**config.mk**
```make
export PLATFORM = sky130hd
export DESIGN_NAME = decimal_entry_encoder_flat
export DESIGN_NICKNAME = d
export VERILOG_FILES = /design/src/rtl/decimal_entry_if.sv /design/src/rtl/decimal_entry_encoder.sv /design/src/flat_wrapper.sv
export SDC_FILE = /design/constraint.sdc
export NUM_CORES = 1
export LEC_CHECK = 0
export ABC_AREA = 0
export CAP_MARGIN = 5
export CORE_ASPECT_RATIO = 0.6
export CORE_MARGIN = 1
export CORE_UTILIZATION = 50
export DETAILED_ROUTE_END_ITERATION = 16
export PLACE_DENSITY = 0.84
export SLEW_MARGIN = 10
export SYNTH_ARGS = -nofsm -noshare
export SYNTH_HDL_FRONTEND = slang
export SYNTH_SLANG_ARGS = --single-unit
```
**constraint.sdc**
```tcl
create_clock -name clk -period 3.8 [get_ports clk]
set_clock_uncertainty 0.1 [all_clocks]
set_input_delay 0.95 -clock clk [delete_from_list [all_inputs] [get_ports clk]]
set_output_delay 0.95 -clock clk [all_outputs]
set_load 0.03 [all_outputs]
```
**src/rtl/decimal_entry_if.sv**
```systemverilog
// Handshake bundle between the options-menu input FSM and the decimal entry encoder.
// master = the key-entry source, slave = the encoder.
interface decimal_entry_if #(
    parameter int W_OUT  = 8,
    parameter int DIGITS = 2
);
    localparam int CW = $clog2(DIGITS + 1);

    logic                   start;
    logic                   digit_valid;
    logic [3:0]             digit;
    logic                   digit_ready;
    logic                   backspace;
    logic                   commit;
    logic                   cancel;
    logic [DIGITS-1:0][3:0] entry_digits;
    logic [CW-1:0]          entry_count;
    logic                   busy;
    logic                   digit_error;
    logic [W_OUT-1:0]       value_out;
    logic                   value_valid;

    modport master (
        output start, digit_valid, digit, backspace, commit, cancel,
        input  digit_ready, entry_digits, entry_count, busy, digit_error,
               value_out, value_valid
    );

    modport slave (
        input  start, digit_valid, digit, backspace, commit, cancel,
        output digit_ready, entry_digits, entry_count, busy, digit_error,
               value_out, value_valid
    );
endinterface

```
**src/rtl/decimal_entry_encoder.sv**
```systemverilog
// Collects typed decimal digits, converts them to binary with a one-digit-per-cycle
// multiply-accumulate, clamps to [MIN_VAL, MAX_VAL] and strobes the result.
module decimal_entry_encoder #(
    parameter int W_OUT   = 8,
    parameter int DIGITS  = 2,
    parameter int MIN_VAL = 1,
    parameter int MAX_VAL = 99
) (
    input logic            clk,
    input logic            nreset,
    decimal_entry_if.slave bus
);
    localparam int CW = $clog2(DIGITS + 1);
    localparam int AW = W_OUT + 4;

    typedef enum logic [1:0] {IDLE, ENTRY, CONVERT, DONE} state_t;

    state_t                 state;
    logic [DIGITS-1:0][3:0] digits;
    logic [DIGITS-1:0][3:0] shift_up;
    logic [DIGITS-1:0][3:0] shift_dn;
    logic [CW-1:0]          count;
    logic [CW-1:0]          idx;
    logic [3:0]             cur_digit;
    logic [AW-1:0]          acc;
    logic [W_OUT-1:0]       value;
    logic                   value_valid;
    logic                   digit_error;

    function automatic logic [W_OUT-1:0] clamp(input logic [AW-1:0] a);
        if (a < AW'(MIN_VAL))
            clamp = W_OUT'(MIN_VAL);
        else if (a > AW'(MAX_VAL))
            clamp = W_OUT'(MAX_VAL);
        else
            clamp = a[W_OUT-1:0];
    endfunction

    // [0] always holds the newest digit, so typing pushes up and backspace pulls down
    always_comb begin
        shift_up  = digits;
        shift_dn  = digits;
        cur_digit = 4'd0;
        for (int i = DIGITS - 1; i > 0; i--) shift_up[i] = digits[i-1];
        shift_up[0] = bus.digit;
        for (int i = 0; i < DIGITS - 1; i++) shift_dn[i] = digits[i+1];
        shift_dn[DIGITS-1] = 4'd0;
        for (int i = 0; i < DIGITS; i++)
            if (idx == CW'(i)) cur_digit = digits[i];
    end

    always_ff @(posedge clk or negedge nreset) begin
        if (!nreset) begin
            state       <= IDLE;
            digits      <= '0;
            count       <= '0;
            idx         <= '0;
            acc         <= '0;
            value       <= '0;
            value_valid <= 1'b0;
            digit_error <= 1'b0;
        end else begin
            value_valid <= 1'b0;
            digit_error <= 1'b0;
            case (state)
                IDLE: begin
                    if (bus.start) begin
                        state  <= ENTRY;
                        digits <= '0;
                        count  <= '0;
                    end
                end
                ENTRY: begin
                    if (bus.cancel) begin
                        state  <= IDLE;
                        digits <= '0;
                        count  <= '0;
                    end else if (bus.commit) begin
                        state <= CONVERT;
                        idx   <= count - CW'(1);
                        acc   <= '0;
                    end else if (bus.backspace) begin
                        if (count != '0) begin
                            digits <= shift_dn;
                            count  <= count - CW'(1);
                        end
                    end else if (bus.digit_valid && bus.digit_ready) begin
                        if (bus.digit <= 4'd9) begin
                            digits <= shift_up;
                            count  <= count + CW'(1);
                        end else begin
                            digit_error <= 1'b1;
                        end
                    end
                end
                CONVERT: begin
                    // Oldest digit first; an empty entry spends one cycle and leaves acc at 0
                    if (bus.cancel) begin
                        state  <= IDLE;
                        digits <= '0;
                        count  <= '0;
                    end else if (count == '0) begin
                        state <= DONE;
                    end else begin
                        acc <= (acc << 3) + (acc << 1) + AW'(cur_digit);
                        idx <= idx - CW'(1);
                        if (idx == '0) state <= DONE;
                    end
                end
                DONE: begin
                    value       <= clamp(acc);
                    value_valid <= 1'b1;
                    digits      <= '0;
                    count       <= '0;
                    state       <= IDLE;
                end
                default: state <= IDLE;
            endcase
        end
    end

    assign bus.digit_ready  = (state == ENTRY) && (count < CW'(DIGITS));
    assign bus.entry_digits = digits;
    assign bus.entry_count  = count;
    assign bus.busy         = (state != IDLE);
    assign bus.digit_error  = digit_error;
    assign bus.value_out    = value;
    assign bus.value_valid  = value_valid;
endmodule

```
**src/flat_wrapper.sv**
```systemverilog
// flat-port wrapper written by rule: the top's interface ports become plain ports
module decimal_entry_encoder_flat 
#(
    parameter int W_OUT   = 8,
    parameter int DIGITS  = 2,
    parameter int MIN_VAL = 1,
    parameter int MAX_VAL = 99
)
  (clk, nreset, bus_start, bus_digit_valid, bus_digit, bus_backspace, bus_commit, bus_cancel, bus_digit_ready, bus_entry_digits, bus_entry_count, bus_busy, bus_digit_error, bus_value_out, bus_value_valid);
  decimal_entry_if #(.W_OUT(W_OUT), .DIGITS(DIGITS)) bus_i ();
  input logic clk;
  input logic nreset;
  input wire logic [$bits(bus_i.start)-1:0] bus_start;
  input wire logic [$bits(bus_i.digit_valid)-1:0] bus_digit_valid;
  input wire logic [$bits(bus_i.digit)-1:0] bus_digit;
  input wire logic [$bits(bus_i.backspace)-1:0] bus_backspace;
  input wire logic [$bits(bus_i.commit)-1:0] bus_commit;
  input wire logic [$bits(bus_i.cancel)-1:0] bus_cancel;
  output wire logic [$bits(bus_i.digit_ready)-1:0] bus_digit_ready;
  output wire logic [$bits(bus_i.entry_digits)-1:0] bus_entry_digits;
  output wire logic [$bits(bus_i.entry_count)-1:0] bus_entry_count;
  output wire logic [$bits(bus_i.busy)-1:0] bus_busy;
  output wire logic [$bits(bus_i.digit_error)-1:0] bus_digit_error;
  output wire logic [$bits(bus_i.value_out)-1:0] bus_value_out;
  output wire logic [$bits(bus_i.value_valid)-1:0] bus_value_valid;
  assign bus_i.start = bus_start;
  assign bus_i.digit_valid = bus_digit_valid;
  assign bus_i.digit = bus_digit;
  assign bus_i.backspace = bus_backspace;
  assign bus_i.commit = bus_commit;
  assign bus_i.cancel = bus_cancel;
  assign bus_digit_ready = bus_i.digit_ready;
  assign bus_entry_digits = bus_i.entry_digits;
  assign bus_entry_count = bus_i.entry_count;
  assign bus_busy = bus_i.busy;
  assign bus_digit_error = bus_i.digit_error;
  assign bus_value_out = bus_i.value_out;
  assign bus_value_valid = bus_i.value_valid;
  decimal_entry_encoder #(.W_OUT(W_OUT), .DIGITS(DIGITS), .MIN_VAL(MIN_VAL), .MAX_VAL(MAX_VAL)) u_core (.clk(clk), .nreset(nreset), .bus(bus_i));
endmodule
```
# After elaboration in Yosys (flattened, before gate mapping)
# Cells that the tools add are included.
# totals
register_bits,36
elab_cells,91
output_inout_bits,22
in_bits,11
# op_classes
addsub,5
mux,46
n_eq_ne,16
n_lt_le_gt_ge,4
reduce_logical,11
# op_table
cell,n
$mux 8,10
$mux 12,4
$mux 2,18
$pmux 8 s4,1
$pmux 12 s2,1
$pmux 2 s4,2
$add 12x12->12,1
$add 12x4->12,1
$gt 12x7->1 const B,1
$lt 12x1->1 const B,1
$ne 2x2->1 const B,6
$ne 4x3->1 const B,3
$mux 4,2
$mux 1,7
$logic_not 2->1,3
$ne 3x3->1 const B,2
$reduce_and 6->1,1
$reduce_bool 2->1,3
$reduce_and 5->1,1
$eq 2x1->1 const B,2
$eq 2x2->1 const B,2
$le 4x4->1 const B,1
$ne 4x2->1 const B,1
$pmux 2 s2,1
other kinds (5),7

# Longest topological paths before layout
# Gate-level depths: netlist of the first run.
# logic_depth
ltp_word,8
mapped_depth,15
mapped_depth_nobuf,14

# Least setup slack after synthesis of the first run
# Ideal clock, no wire load.
# synth_timing
path_kind,reg2reg
start,reg u_core.idx[1]
end,reg u_core.acc[8]
setup_ns,0.121
required_time_ns,3.579
slack_ns,0.636
path_buffers,1
arrival_ns,2.943
period_less_slack_ns,3.164
stages_incl_launch_ff,14
cell_sequence,dfrtp_1 > inv_1 > ha_1 > clkbuf_1 > nor2_1 > a21oi_1 > fa_1 > fa_1 > nor2b_4 > o21a_1 > o21ai_2 > and3_1 > or3_1 > a22o_1
# synth_between
elab_chain_cells,7
word_cells_on_any_way,8
classes_between,add/sub (1); eq/ne (1); mux (5); reduce/logical (1)
# synth_rtl
element,line,source
from (decl),decimal_entry_encoder.sv:23,logic [CW-1:0] idx;
from (signal assigned),decimal_entry_encoder.sv:80,idx <= count - CW'(1);
from (signal assigned),decimal_entry_encoder.sv:106,idx <= idx - CW'(1);
$logic_not 2->1,decimal_entry_encoder.sv:49,if (idx == CW'(i)) cur_digit = digits[i];
$mux 4,decimal_entry_encoder.sv:49,
$mux 4 (*),decimal_entry_encoder.sv:49,
$add 12x4->12 (*),decimal_entry_encoder.sv:105,acc <= (acc << 3) + (acc << 1) + AW'(cur_digit);
$mux 12 (*),decimal_entry_encoder.sv:102,end else if (count == '0) begin
$mux 12 (*),decimal_entry_encoder.sv:98,if (bus.cancel) begin
$pmux 12 s2 (*),decimal_entry_encoder.sv:65,case (state)
to (signal assigned),decimal_entry_encoder.sv:105,
to (decl),decimal_entry_encoder.sv:25,logic [AW-1:0] acc;
# Every way passes the cells marked *; elsewhere a longest branch is shown, timed or not. The select of a mux whose other input is x is not followed.
# A chain may end at the register's enable or synchronous reset.

# Worst setup path after layout of the first run
# Same ends and word-level chain as after synthesis.

==> results of run 1 <==
[synth_stat cells (2+ instances only)]
library cell | number | area share
dfrtp_1 | 36 | 0.40
nand2_1 | 25 | 0.041
ha_1 | 21 | 0.12
nor2_1 | 17 | 0.028
o21ai_0 | 13 | 0.029
a22o_1 | 12 | 0.046
inv_1 | 11 | 0.018
nor2b_1 | 9 | 0.025
a21oi_1 | 8 | 0.018
nor3_1 | 6 | 0.013
mux2i_1 | 5 | 0.022
o2bb2ai_1 | 5 | 0.019
o31ai_1 | 5 | 0.016
a21o_1 | 4 | 0.013
xnor2_1 | 4 | 0.015
buf_2 | 3 | 0.0066
buf_6 | 3 | 0.015
nand2b_1 | 3 | 0.0082
and2_1 | 2 | 0.0055
fa_1 | 2 | 0.018
nor3b_1 | 2 | 0.0066
o21ai_1 | 2 | 0.0044
or3_1 | 2 | 0.0055
xor2_1 | 2 | 0.0077
[worst reg2reg max path, stage by stage (launching register included)]
cell     delay (ps)
dfrtp_1         380
inv_1            80
ha_1            290
nor2_1           90
a21oi_1         220
fa_1            480
fa_1            500
nor2b_4         160
o21a_1          150
o21ai_2          90
and3_1          160
or3_1           350
a22o_1          200
[placed cells by master (no fill, tap or decap), types with 2 or more instances in the layout]
cell	synthesis	routed
a21o_1	4	4
a21oi_1	8	8
a22o_1	12	12
and2_1	2	2
buf_4	0	2
clkbuf_8	0	6
clkdlybuf4s50_1	0	32
dfrtp_1	36	36
fa_1	2	2
ha_1	21	21
inv_1	11	11
mux2i_1	5	5
nand2_1	25	25
nand2b_1	3	3
nor2_1	17	17
nor2b_1	9	9
nor3_1	6	6
nor3b_1	2	2
o21ai_0	13	13
o21ai_1	2	2
o2bb2ai_1	5	5
o31ai_1	5	5
or3_1	2	2
xnor2_1	4	4
xor2_1	2	2
[through the flow]
step	std cells	hold slack [ps]	worst slack, ps
after global placement	315	349	654
final	323	368	451
after detailed placement	315	356	483
after CTS	323	373	463
after floorplan	228	350	636
after global routing	323	391	289
[routing by layer]
metal | part of all wire | wire, um
met2 | 0.40 | 2140
met3 | 0.055 | 292
met4 | 0.010 | 55
met1 | 0.53 | 2820
met5 | 0 | 0
[final cells by class]
cell class,count,area [sq um]
timing repair buffer,34,335
inverter,11,41.3
tap,60,75.1
multi-input combinational,174,1280
clock inverter,2,13.8
sequential,36,901
fill,353,1500
clock buffer,6,82.6
[power groups by stage]
stage               combinational (W)  sequential, W  clock [W]
global placement             0.000317       0.000468          0
global route                 0.000360       0.000470   0.000317
CTS                          0.000332       0.000462   0.000304
detailed placement           0.000327       0.000470          0
floorplan                    0.000179       0.000504          0
finish                       0.000333       0.000462   0.000299
[kinds of logic (layout without fill, tap and decap cells)]
logic type	count (synthesis)	in the layout	share of synthesized area
AO/OA/AOI/OAI	60	60	0.195
buffers and inverters	18	53	0.0412
multiplexers	5	5	0.0220
adder cells (fa/ha/maj)	23	23	0.133
AND/OR/NAND/NOR	80	80	0.190
XOR/XNOR	6	6	0.0231
flip-flops	36	36	0.396
[path summary, 6_finish.rpt]
path	start	end	slack [ps]	cells past startpoint
worst min-delay path	u_core.bus.value_out[5]$_DFFE_PN0P_	u_core.bus.value_out[5]$_DFFE_PN0P_	370	2
worst min register to register	u_core.bus.value_out[5]$_DFFE_PN0P_	u_core.bus.value_out[5]$_DFFE_PN0P_	370	2
max in group asynchronous	nreset	u_core.acc[11]$_DFFE_PN0P_	2320	2
min in group asynchronous	nreset	u_core.bus.entry_digits[3]$_DFFE_PN0P_	950	2
worst max register to register	u_core.idx[1]$_DFFE_PN0P_	u_core.acc[8]$_DFFE_PN0P_	450	12
worst max-delay path	u_core.idx[1]$_DFFE_PN0P_	u_core.acc[8]$_DFFE_PN0P_	450	12
[state kept, by name, indices dropped and copies added (netlist names)]
register	cells
u_core.idx	2
u_core.acc	12
u_core.state	2
u_core.bus.entry_digits	8
u_core.bus.digit_error	1
u_core.bus.value_valid	1
u_core.bus.value_out	8
u_core.bus.entry_count	2
==> summary.txt, run 1 <==
Setup path
  – CP Buf/Inv Count: 1
  – Most frequent CP cell: fa_1
  – Worst Setup Start Kind: register
  – CP Cell Sequence: inv_1 -> ha_1 -> nor2_1 -> a21oi_1 -> fa_1 -> fa_1 -> nor2b_4 -> o21a_1 -> o21ai_2 -> and3_1 -> or3_1 -> a22o_1
  – Req. time, crit path: 3890 ps
  – Crit-path max cell delay: 500 ps
  – Crit path capture type: register
  – Crit Path Max Fanout: 8
  – Critical path class: reg2reg
  – Crit path DAT: about 3400 ps
  – CP top delay family: adder cells
  – Slowest CP cell: fa_1

Clock network
  – TritonCTS sink count: 36
  – Clock latency on the worst-skew pair: 290 ps
  – Clock tree buffer depth: 2
  – H-Tree Depth: 2
  – Clk slew on worst S/H paths: 80 ps
  – Root buf cell: clkbuf_8
  – Post-cts resize count: 0
  – CTS tree: done
  – Hold_buf cts: 0
  – Post-CTS setup repair buffer count: 0
  – Total CTS buffers: 5

Pwr
  – Comb power frac: 0.304
  – Power per cell area: approximately 400 mW/mm^2
  – Overall power: approximately 0.0011 W
  – Internal power: slightly above 0.0007 W
  – Switching power total: around 0.00038 W
  – Net Sw Frac: 0.351
  – Share of power burned in registers: 0.422
  – Clock power frac: 0.274
  – VDD IR-drop max: about 220 uV
  – P_leak: 1.30 nW

Layout
  – Nets: just under 300
  – Ant. Diodes: 0
  – Area grow syn2layout: 19.9%
  – Final instance area: roughly 0.0027 sq mm
  – Share of layout cells above drive strength 1: 0.0875
  – Final core utilization: 0.645

Drt
  – Total wire length: about 5300 um
  – Drt first pass iters: 4
  – Post-route ant nets: 0
  – Routed len/inst: 16.4 um
  – Vias per inst: around 5.6
  – Drt drc: 0
  – First DRT Iteration DRCs: 94
  – Via Count: 1814

STA
  – Tmin final: ~3300 ps
  – Setup TNS: 0 ps
  – Max Freq: about 300 MHz
  – Worst Max-Slew Pin Slew: 837 ps
  – Tcrit/Tclk final: 0.881
  – Final setup viols: 0
  – Final hold violation count: 0
  – Final Max Tran Viols: 0
  – RSZ-0062 raised after global routing: no
  – Max_slew headroom: 0.442

Die
  – Die H: about 54 um
  – Core area: ~0.0042 sq mm
  – Starting Density: 0.538
  – Die X-Extent: 89.1 um
  – Ports: 33
  – Die ar.: 0.00484 sq mm
  – Std cell rows: 18

Place
  – IO buf count: 32
  – Post-DP HPWL: 3920 um
  – Placed cell areas: approximately 0.0026 sq mm
  – Placer Congestion: ~0.9

Global routing
  – Initial antenna violation count: 0
  – M3 GR Usage: 0.0452
  – Via count of the first global-routing pass: 1652
  – Global-route usage over all layers: 0.248
  – Global-route wire length before repair: 8480 um
  – M2 GR Usage: 0.351
  – GRT Residual Overflow: 0
  – Met1 usage: 0.382
  – Busiest layer in global routing: met1
  – Pin count of the biggest net entering global routing: 37

Hold path
  – Hold Path Class: reg2reg

Job
  – Max Cap Viol: 0

Synth
  – Synthesized area: between 0.002 and 0.0025 sq mm
  – Seq/Total Area, Yosys: 0.396
  – Synthesized Nets: between 200 and 300
  – FFs w/ async S/R, synth: 1.00
  – Yosys Warn Count: 0
  – Synthesis-stage register bit count: 36
  – Mean Syn Cell Area: between 9 and 10 sq um
  – Distinct cells, synth: 50
  – Mapped Cells: between 200 and 250
  – Main flop type after synthesis: dfrtp_1
  – Number of synthesized flops with an enable pin: 0

Outcome
  – Status: completed
Power figures use the tool's default switching activity.
==> inputs of run 2 (changes only) <==
--- a/config.mk
+++ b/config.mk
@@ -11,7 +11,9 @@
 export CORE_MARGIN = 1
 export CORE_UTILIZATION = 50
 export DETAILED_ROUTE_END_ITERATION = 16
-export PLACE_DENSITY = 0.84
+export GPL_TIMING_DRIVEN = 1
+export PLACE_DENSITY_LB_ADDON = 0.2
+export SKIP_LAST_GASP = 1
 export SLEW_MARGIN = 10
 export SYNTH_ARGS = -nofsm -noshare
 export SYNTH_HDL_FRONTEND = slang
==> run 2 against run 1 <==
Net effect:
- total power shrank 0.71%
- hold slack gained 1.4 ps
- utilization shrank 0.059 points
- critical path type unchanged
==> summary.txt, run 2 (synthesized netlist as in run 1, its figures left out) <==
Drt
  – Vias per inst: 5.64 (was 5.62)
  – Drt first pass iters: 4 (unchanged)
  – Total wire length: 5050 um (was 5310 um)
  – Via Count: 1822 (was 1814)
  – Post-route ant nets: 0 (unchanged)
  – First DRT Iteration DRCs: 116 (was 94)
  – Drt drc: 0 (unchanged)
  – Routed len/inst: 15.6 um (was 16.4 um)

Global routing
  – GRT Residual Overflow: 0 (unchanged)
  – Via count of the first global-routing pass: 1606 (was 1652)
  – Global-route usage over all layers: 0.234 (was 0.248)
  – Pin count of the biggest net entering global routing: 37 (unchanged)
  – Global-route wire length before repair: 8140 um (was 8480 um)
  – Initial antenna violation count: 0 (unchanged)

Layout
  – Nets: 296 (unchanged)
  – Share of layout cells above drive strength 1: 0.0837 (was 0.0875)
  – Most frequent cells in the layout: dfrtp_1 (36), clkdlybuf4s50_1 (32), nand2_1 (25) (unchanged)
  – Top reg by flops: u_core.acc (unchanged)
  – Max reg flops: 12 (unchanged)
  – Leading cell type in the layout, fill and taps excluded: dfrtp_1 (unchanged)
  – Final non-filler cell total: 323 (unchanged)
  – Area grow syn2layout: 19.8% (was 19.9%)
  – Ant. Diodes: 0 (unchanged)

Place
  – Post-DP HPWL: 3780 um (was 3920 um)
  – Dpl cells: 315 (unchanged)
  – IO buf count: 32 (unchanged)
  – Placer Congestion: 0.844 (was 0.904)

Clock network
  – CTS tree: done (unchanged)
  – Post-cts resize count: 0 (unchanged)
  – Total CTS buffers: 5 (unchanged)
  – Clock tree buffer depth: 2 (unchanged)
  – Hold_buf cts: 0 (unchanged)
  – Clock latency on the worst-skew pair: 300 ps (was 290 ps)
  – Root buf cell: clkbuf_8 (unchanged)
  – Clk slew on worst S/H paths: 70 ps (was 80 ps)
  – TritonCTS sink count: 36 (unchanged)
  – H-Tree Depth: 2 (unchanged)
  – Post-CTS setup repair buffer count: 0 (unchanged)

Die
  – Ports: 33 (unchanged)
  – Core area: 0.00423 sq mm (unchanged)
  – Die H: 54.3 um (unchanged)
  – Std cell rows: 18 (unchanged)
  – Die X-Extent: 89.1 um (unchanged)
  – Starting Density: 0.538 (unchanged)
  – Die ar.: 0.00484 sq mm (unchanged)

Setup path
  – Slowest CP cell: fa_1 (unchanged)
  – Req. time, crit path: 3890 ps (about the same)
  – Crit path capture type: register (unchanged)
  – Origin of the critical flop-to-flop path: u_core.idx[0]$_DFFE_PN0P_ (was u_core.idx[1]$_DFFE_PN0P_)
  – Worst Setup Start Kind: register (unchanged)
  – Critical Path Stages: 13 (was 12)
  – Cell count of the worst reg-to-reg path: 13 (was 12)
  – Crit-path max cell delay: 530 ps (was 500 ps)
  – CP Cell Sequence: inv_1 -> ha_1 -> nand2_1 -> nor2_1 -> a21oi_1 -> fa_1 -> fa_1 -> nor2b_4 -> o21a_1 -> o21ai_2 -> and3_1 -> or3_1 -> a22o_1 (was inv_1 -> ha_1 -> nor2_1 -> a21oi_1 -> fa_1 -> fa_1 -> nor2b_4 -> o21a_1 -> o21ai_2 -> and3_1 -> or3_1 -> a22o_1)
  – CP top delay family: adder cells (unchanged)
  – Crit path DAT: 3360 ps (was 3430 ps)
  – Crit Path Max Fanout: 5 (was 8)
  – CP Buf/Inv Count: 1 (unchanged)
  – RR Endpoint: u_core.acc[8]$_DFFE_PN0P_ (unchanged)
  – R2r setup slk: 530 ps (was 450 ps)
  – Most frequent CP cell: fa_1 (unchanged)
  – Critical path class: reg2reg (unchanged)

Hold path
  – Hold_sp: u_core.bus.value_out[6]$_DFFE_PN0P_ (was u_core.bus.value_out[5]$_DFFE_PN0P_)
  – Hold Crit Endpoint: u_core.bus.value_out[6]$_DFFE_PN0P_ (was u_core.bus.value_out[5]$_DFFE_PN0P_)
  – Hold Path Class: reg2reg (unchanged)
  – Hold path depth: 2 (unchanged)

STA
  – Max Freq: 306 MHz (was 299 MHz)
  – RSZ-0062 raised after global routing: no (unchanged)
  – WHS: 370 ps (was 368 ps)
  – Max_slew headroom: 0.432 (was 0.442)
  – Tcrit/Tclk final: 0.861 (was 0.881)
  – Final setup viols: 0 (unchanged)
  – Worst Max-Slew Pin Slew: 852 ps (was 837 ps)
  – Setup TNS: 0 ps (unchanged)
  – Final Max Tran Viols: 0 (unchanged)
  – Final hold violation count: 0 (unchanged)
  – Tmin final: 3270 ps (was 3350 ps)

Job
  – Max Cap Viol: 0 (unchanged)

Pwr
  – Power per cell area: 398 mW/mm^2 (was 401 mW/mm^2)
  – P_leak: 1.29 nW (was 1.30 nW)
  – VDD IR-drop max: 205 uV (was 224 uV)

Outcome
  – Status: completed (unchanged)
## run 2: changes by cell type in the layout (fill, tap and decap cells not counted)
cell	before	now
clkbuf_1	0	1
clkinv_2	1	0
clkinvlp_4	0	1
inv_6	1	0
## run 2: stage by stage
step | worst slack, ps | power (W) | utilization | cell area [sq um]
2_1_floorplan | 636 | 0.000682 | - | 2280
3_3_place_gp | 655 | 0.000787 | 0.622 | 2640
3_5_place_dp | 550 | 0.000799 | 0.622 | 2640
4_1_cts | 534 | 0.00109 | 0.645 | 2730
5_1_grt | 353 | 0.00114 | 0.645 | 2730
6_report | 527 | 0.00109 | 0.645 | 2730
## run 2: cell type report
class,count,area [sq um]
Fill cell,368,1510
Multi-Input combinational cell,174,1280
Inverter,11,41.3
Sequential cell,36,901
Timing Repair Buffer,34,335
Tap cell,60,75.1
Clock inverter,1,7.51
Clock buffer,7,86.3
## run 2: how the worst max path moves through the flow
stage | startpoint | end | slack (ps)
finish | u_core.idx[0]$_DFFE_PN0P_ | u_core.acc[8]$_DFFE_PN0P_ | 530
global route | u_core.idx[1]$_DFFE_PN0P_ | u_core.acc[8]$_DFFE_PN0P_ | 350
CTS | u_core.idx[0]$_DFFE_PN0P_ | u_core.acc[8]$_DFFE_PN0P_ | 530
detailed placement | u_core.idx[0]$_DFFE_PN0P_ | u_core.acc[8]$_DFFE_PN0P_ | 550
global placement | u_core.idx[1]$_DFFE_PN0P_ | u_core.acc[8]$_DFFE_PN0P_ | 660
floorplan | u_core.idx[1]$_DFFE_PN0P_ | u_core.acc[8]$_DFFE_PN0P_ | 640
## run 2: worst register-to-register path, delay by kind of cell, from the launching register on
| family | cells | cell delay, ps |
|---|---|---|
| DFF | 1 | 420 |
| AOI/OAI and AO/OA | 4 | 500 |
| buffers and inverters | 1 | 70 |
| adders and majority gates | 3 | 1260 |
| and+or+nand+nor | 5 | 820 |
## run 2: per-layer routing
metal  up-vias  wire length [um]  GRT usage
li1        886                 -          -
met4         0                59     0.0635
met1       880              2810      0.375
met5         -                 0          0
met2        49              1910      0.305
met3         7               262     0.0528
## run 2: power by group
group          switching [W]  leakage, nW  internal, W
registers          0.0000385        0.490     0.000425
clock network       0.000147       0.0445     0.000147
logic               0.000193        0.760     0.000136
==> inputs of run 3 (changes only) <==
--- a/config.mk
+++ b/config.mk
@@ -13,6 +13,7 @@
 export DETAILED_ROUTE_END_ITERATION = 16
 export GPL_TIMING_DRIVEN = 1
 export PLACE_DENSITY_LB_ADDON = 0.2
+export RECOVER_POWER = 25
 export SKIP_LAST_GASP = 1
 export SLEW_MARGIN = 10
 export SYNTH_ARGS = -nofsm -noshare
==> run 3 against run 2 <==
Net effect:
- the run now ends with max-capacitance violations, max-slew violations left
- utilization down 0.089 points
- sequential share of layout area about the same
- largest power group unchanged
- critical path type unchanged
- maximum frequency is essentially flat
- die area unchanged
- first-iteration DRC count unchanged
- total power about the same
- flip-flop and latch count is the same
==> summary.txt, run 3 (synthesized netlist as in run 1, its figures left out) <==
Layout
  – Ant. Diodes: 0 (unchanged)
  – Area grow syn2layout: 19.7% (was 19.8%)
  – Nets: 296 (unchanged)
  – Final non-filler cell total: 323 (unchanged)
  – Max reg flops: 12 (unchanged)
  – Most frequent cells in the layout: dfrtp_1 (36), clkdlybuf4s50_1 (31), nand2_1 (25) (was dfrtp_1 (36), clkdlybuf4s50_1 (32), nand2_1 (25))
  – Final core utilization: 0.644 (was 0.645)
  – Top reg by flops: u_core.acc (unchanged)
  – Share of layout cells above drive strength 1: 0.0798 (was 0.0837)
  – Leading cell type in the layout, fill and taps excluded: dfrtp_1 (unchanged)

Clock network
  – Root buf cell: clkbuf_8 (unchanged)
  – CTS tree: done (unchanged)
  – Total CTS buffers: 5 (unchanged)
  – Post-CTS setup repair buffer count: 0 (unchanged)
  – Clk slew on worst S/H paths: 70 ps (about the same)
  – H-Tree Depth: 2 (unchanged)
  – TritonCTS sink count: 36 (unchanged)
  – Clock latency on the worst-skew pair: 300 ps (about the same)
  – Clock tree buffer depth: 2 (unchanged)
  – Post-cts resize count: 0 (unchanged)
  – Hold_buf cts: 0 (unchanged)

Setup path
  – Crit-path max cell delay: 530 ps (about the same)
  – CP Cell Sequence: inv_1 -> ha_1 -> nand2_1 -> nor2_1 -> a21oi_1 -> fa_1 -> fa_1 -> nor2b_4 -> o21a_1 -> o21ai_2 -> and3_1 -> or3_1 -> a22o_1 (unchanged)
  – Crit path DAT: 3360 ps (about the same)
  – Most frequent CP cell: fa_1 (unchanged)
  – Crit Path Max Fanout: 5 (unchanged)
  – Worst Setup Start Kind: register (unchanged)
  – Critical path class: reg2reg (unchanged)
  – Req. time, crit path: 3890 ps (about the same)
  – CP Buf/Inv Count: 1 (unchanged)
  – CP top delay family: adder cells (unchanged)
  – Crit path capture type: register (unchanged)
  – Slowest CP cell: fa_1 (unchanged)

Drt
  – Drt drc: 0 (unchanged)
  – Via Count: 1822 (unchanged)
  – Routed len/inst: 15.6 um (unchanged)
  – Post-route ant nets: 0 (unchanged)
  – First DRT Iteration DRCs: 116 (unchanged)
  – Total wire length: 5050 um (unchanged)
  – Vias per inst: 5.64 (unchanged)
  – Drt first pass iters: 4 (unchanged)

Place
  – IO buf count: 32 (unchanged)
  – Post-DP HPWL: 3780 um (unchanged)
  – Place WS: 550 ps (unchanged)
  – Dpl cells: 315 (unchanged)
  – Placer Congestion: 0.844 (unchanged)

STA
  – Final hold violation count: 0 (unchanged)
  – Setup TNS: 0 ps (unchanged)
  – Max Freq: 305 MHz (was 306 MHz)
  – Tmin final: 3270 ps (about the same)
  – Worst Max-Slew Pin Slew: 1920 ps (was 852 ps)
  – Final Max Tran Viols: 37 (was 0)
  – Worst setup margin: 526 ps (was 527 ps)
  – Max_slew headroom: -0.277 (was 0.432)
  – Final setup viols: 0 (unchanged)
  – RSZ-0062 raised after global routing: no (unchanged)
  – Tcrit/Tclk final: 0.862 (was 0.861)

Outcome
  – Status: finished with violations (was completed)
  – Failing checks: max-capacitance violations, max-slew violations

Global routing
  – Pin count of the biggest net entering global routing: 37 (unchanged)
  – GRT Residual Overflow: 0 (unchanged)
  – Initial antenna violation count: 0 (unchanged)
  – Global-route wire length before repair: 8140 um (unchanged)
  – Via count of the first global-routing pass: 1606 (unchanged)
  – Global-route usage over all layers: 0.234 (unchanged)

Hold path
  – Hold Path Class: reg2reg (unchanged)

Job
  – Max Cap Viol: 1 (was 0)

Die
  – Die X-Extent: 89.1 um (unchanged)
  – Die H: 54.3 um (unchanged)
  – Die ar.: 0.00484 sq mm (unchanged)
  – Std cell rows: 18 (unchanged)
  – Starting Density: 0.538 (unchanged)
  – Ports: 33 (unchanged)
  – Core area: 0.00423 sq mm (unchanged)

Pwr
  – Overall power: 0.00109 W (about the same)
  – P_leak: 1.29 nW (about the same)
  – VDD IR-drop max: 204 uV (was 205 uV)
  – Power per cell area: 399 mW/mm^2 (was 398 mW/mm^2)
[run 3: changes by cell type in the layout (fill, tap and decap cells not counted)]
cell             previous run  this run
clkbuf_1                    1         2
clkdlybuf4s50_1            32        31
buf_4                       2         1
dlygate4sd3_1               0         1
[run 3: worst register-to-register path: cells and delay by family (launching register included)]
kind,cells,cell delay [ps]
flops,1,420
buf+inv,1,70
simple gates,5,820
fa+ha+maj,3,1260
compound gates,4,500
[run 3: report_power, final]
group	total, W	switching, W	internal (W)
registers	0.000463	0.0000385	0.000425
clock network	0.000295	0.000147	0.000147
logic	0.000328	0.000193	0.000135
total	0.00109	0.000379	0.000707
[run 3: cell type report]
cell class | count | area, sq um
clock buffers | 7 | 86.3
clock inverters | 1 | 7.51
fillers | 367 | 1510
inverters | 11 | 41.3
multi-input cells | 174 | 1280
flip-flops and latches | 36 | 901
well taps | 60 | 75.1
repair buffers | 34 | 332
[run 3: metrics by stage]
| step | instance area (sq um) | hold slack [ps] |
|---|---|---|
| 6_report | 2730 | 370 |
| 5_1_grt | 2730 | 406 |
| 4_1_cts | 2730 | 373 |
| 3_5_place_dp | 2640 | 356 |
| 3_3_place_gp | 2640 | 351 |
| 2_1_floorplan | 2280 | 350 |
[run 3: per-layer routing]
metal  up-vias  global-route usage  wire length, um
li1        886                   -                -
met1       880               0.375             2810
met2        49               0.305             1910
met3         7              0.0528              262
met4         0              0.0635               59
met5         -                   0                0
[run 3: worst paths after layout]
path	cells after the start	endpoint	start	slack, ps
worst max-delay path	13	u_core.acc[8]$_DFFE_PN0P_	u_core.idx[0]$_DFFE_PN0P_	530
worst min-delay path	2	u_core.bus.value_out[6]$_DFFE_PN0P_	u_core.bus.value_out[6]$_DFFE_PN0P_	370
worst max register to register	13	u_core.acc[8]$_DFFE_PN0P_	u_core.idx[0]$_DFFE_PN0P_	530
worst min register to register	2	u_core.bus.value_out[6]$_DFFE_PN0P_	u_core.bus.value_out[6]$_DFFE_PN0P_	370
max in group asynchronous	2	u_core.bus.value_out[5]$_DFFE_PN0P_	nreset	870
min in group asynchronous	2	u_core.bus.entry_digits[7]$_DFFE_PN0P_	nreset	1620
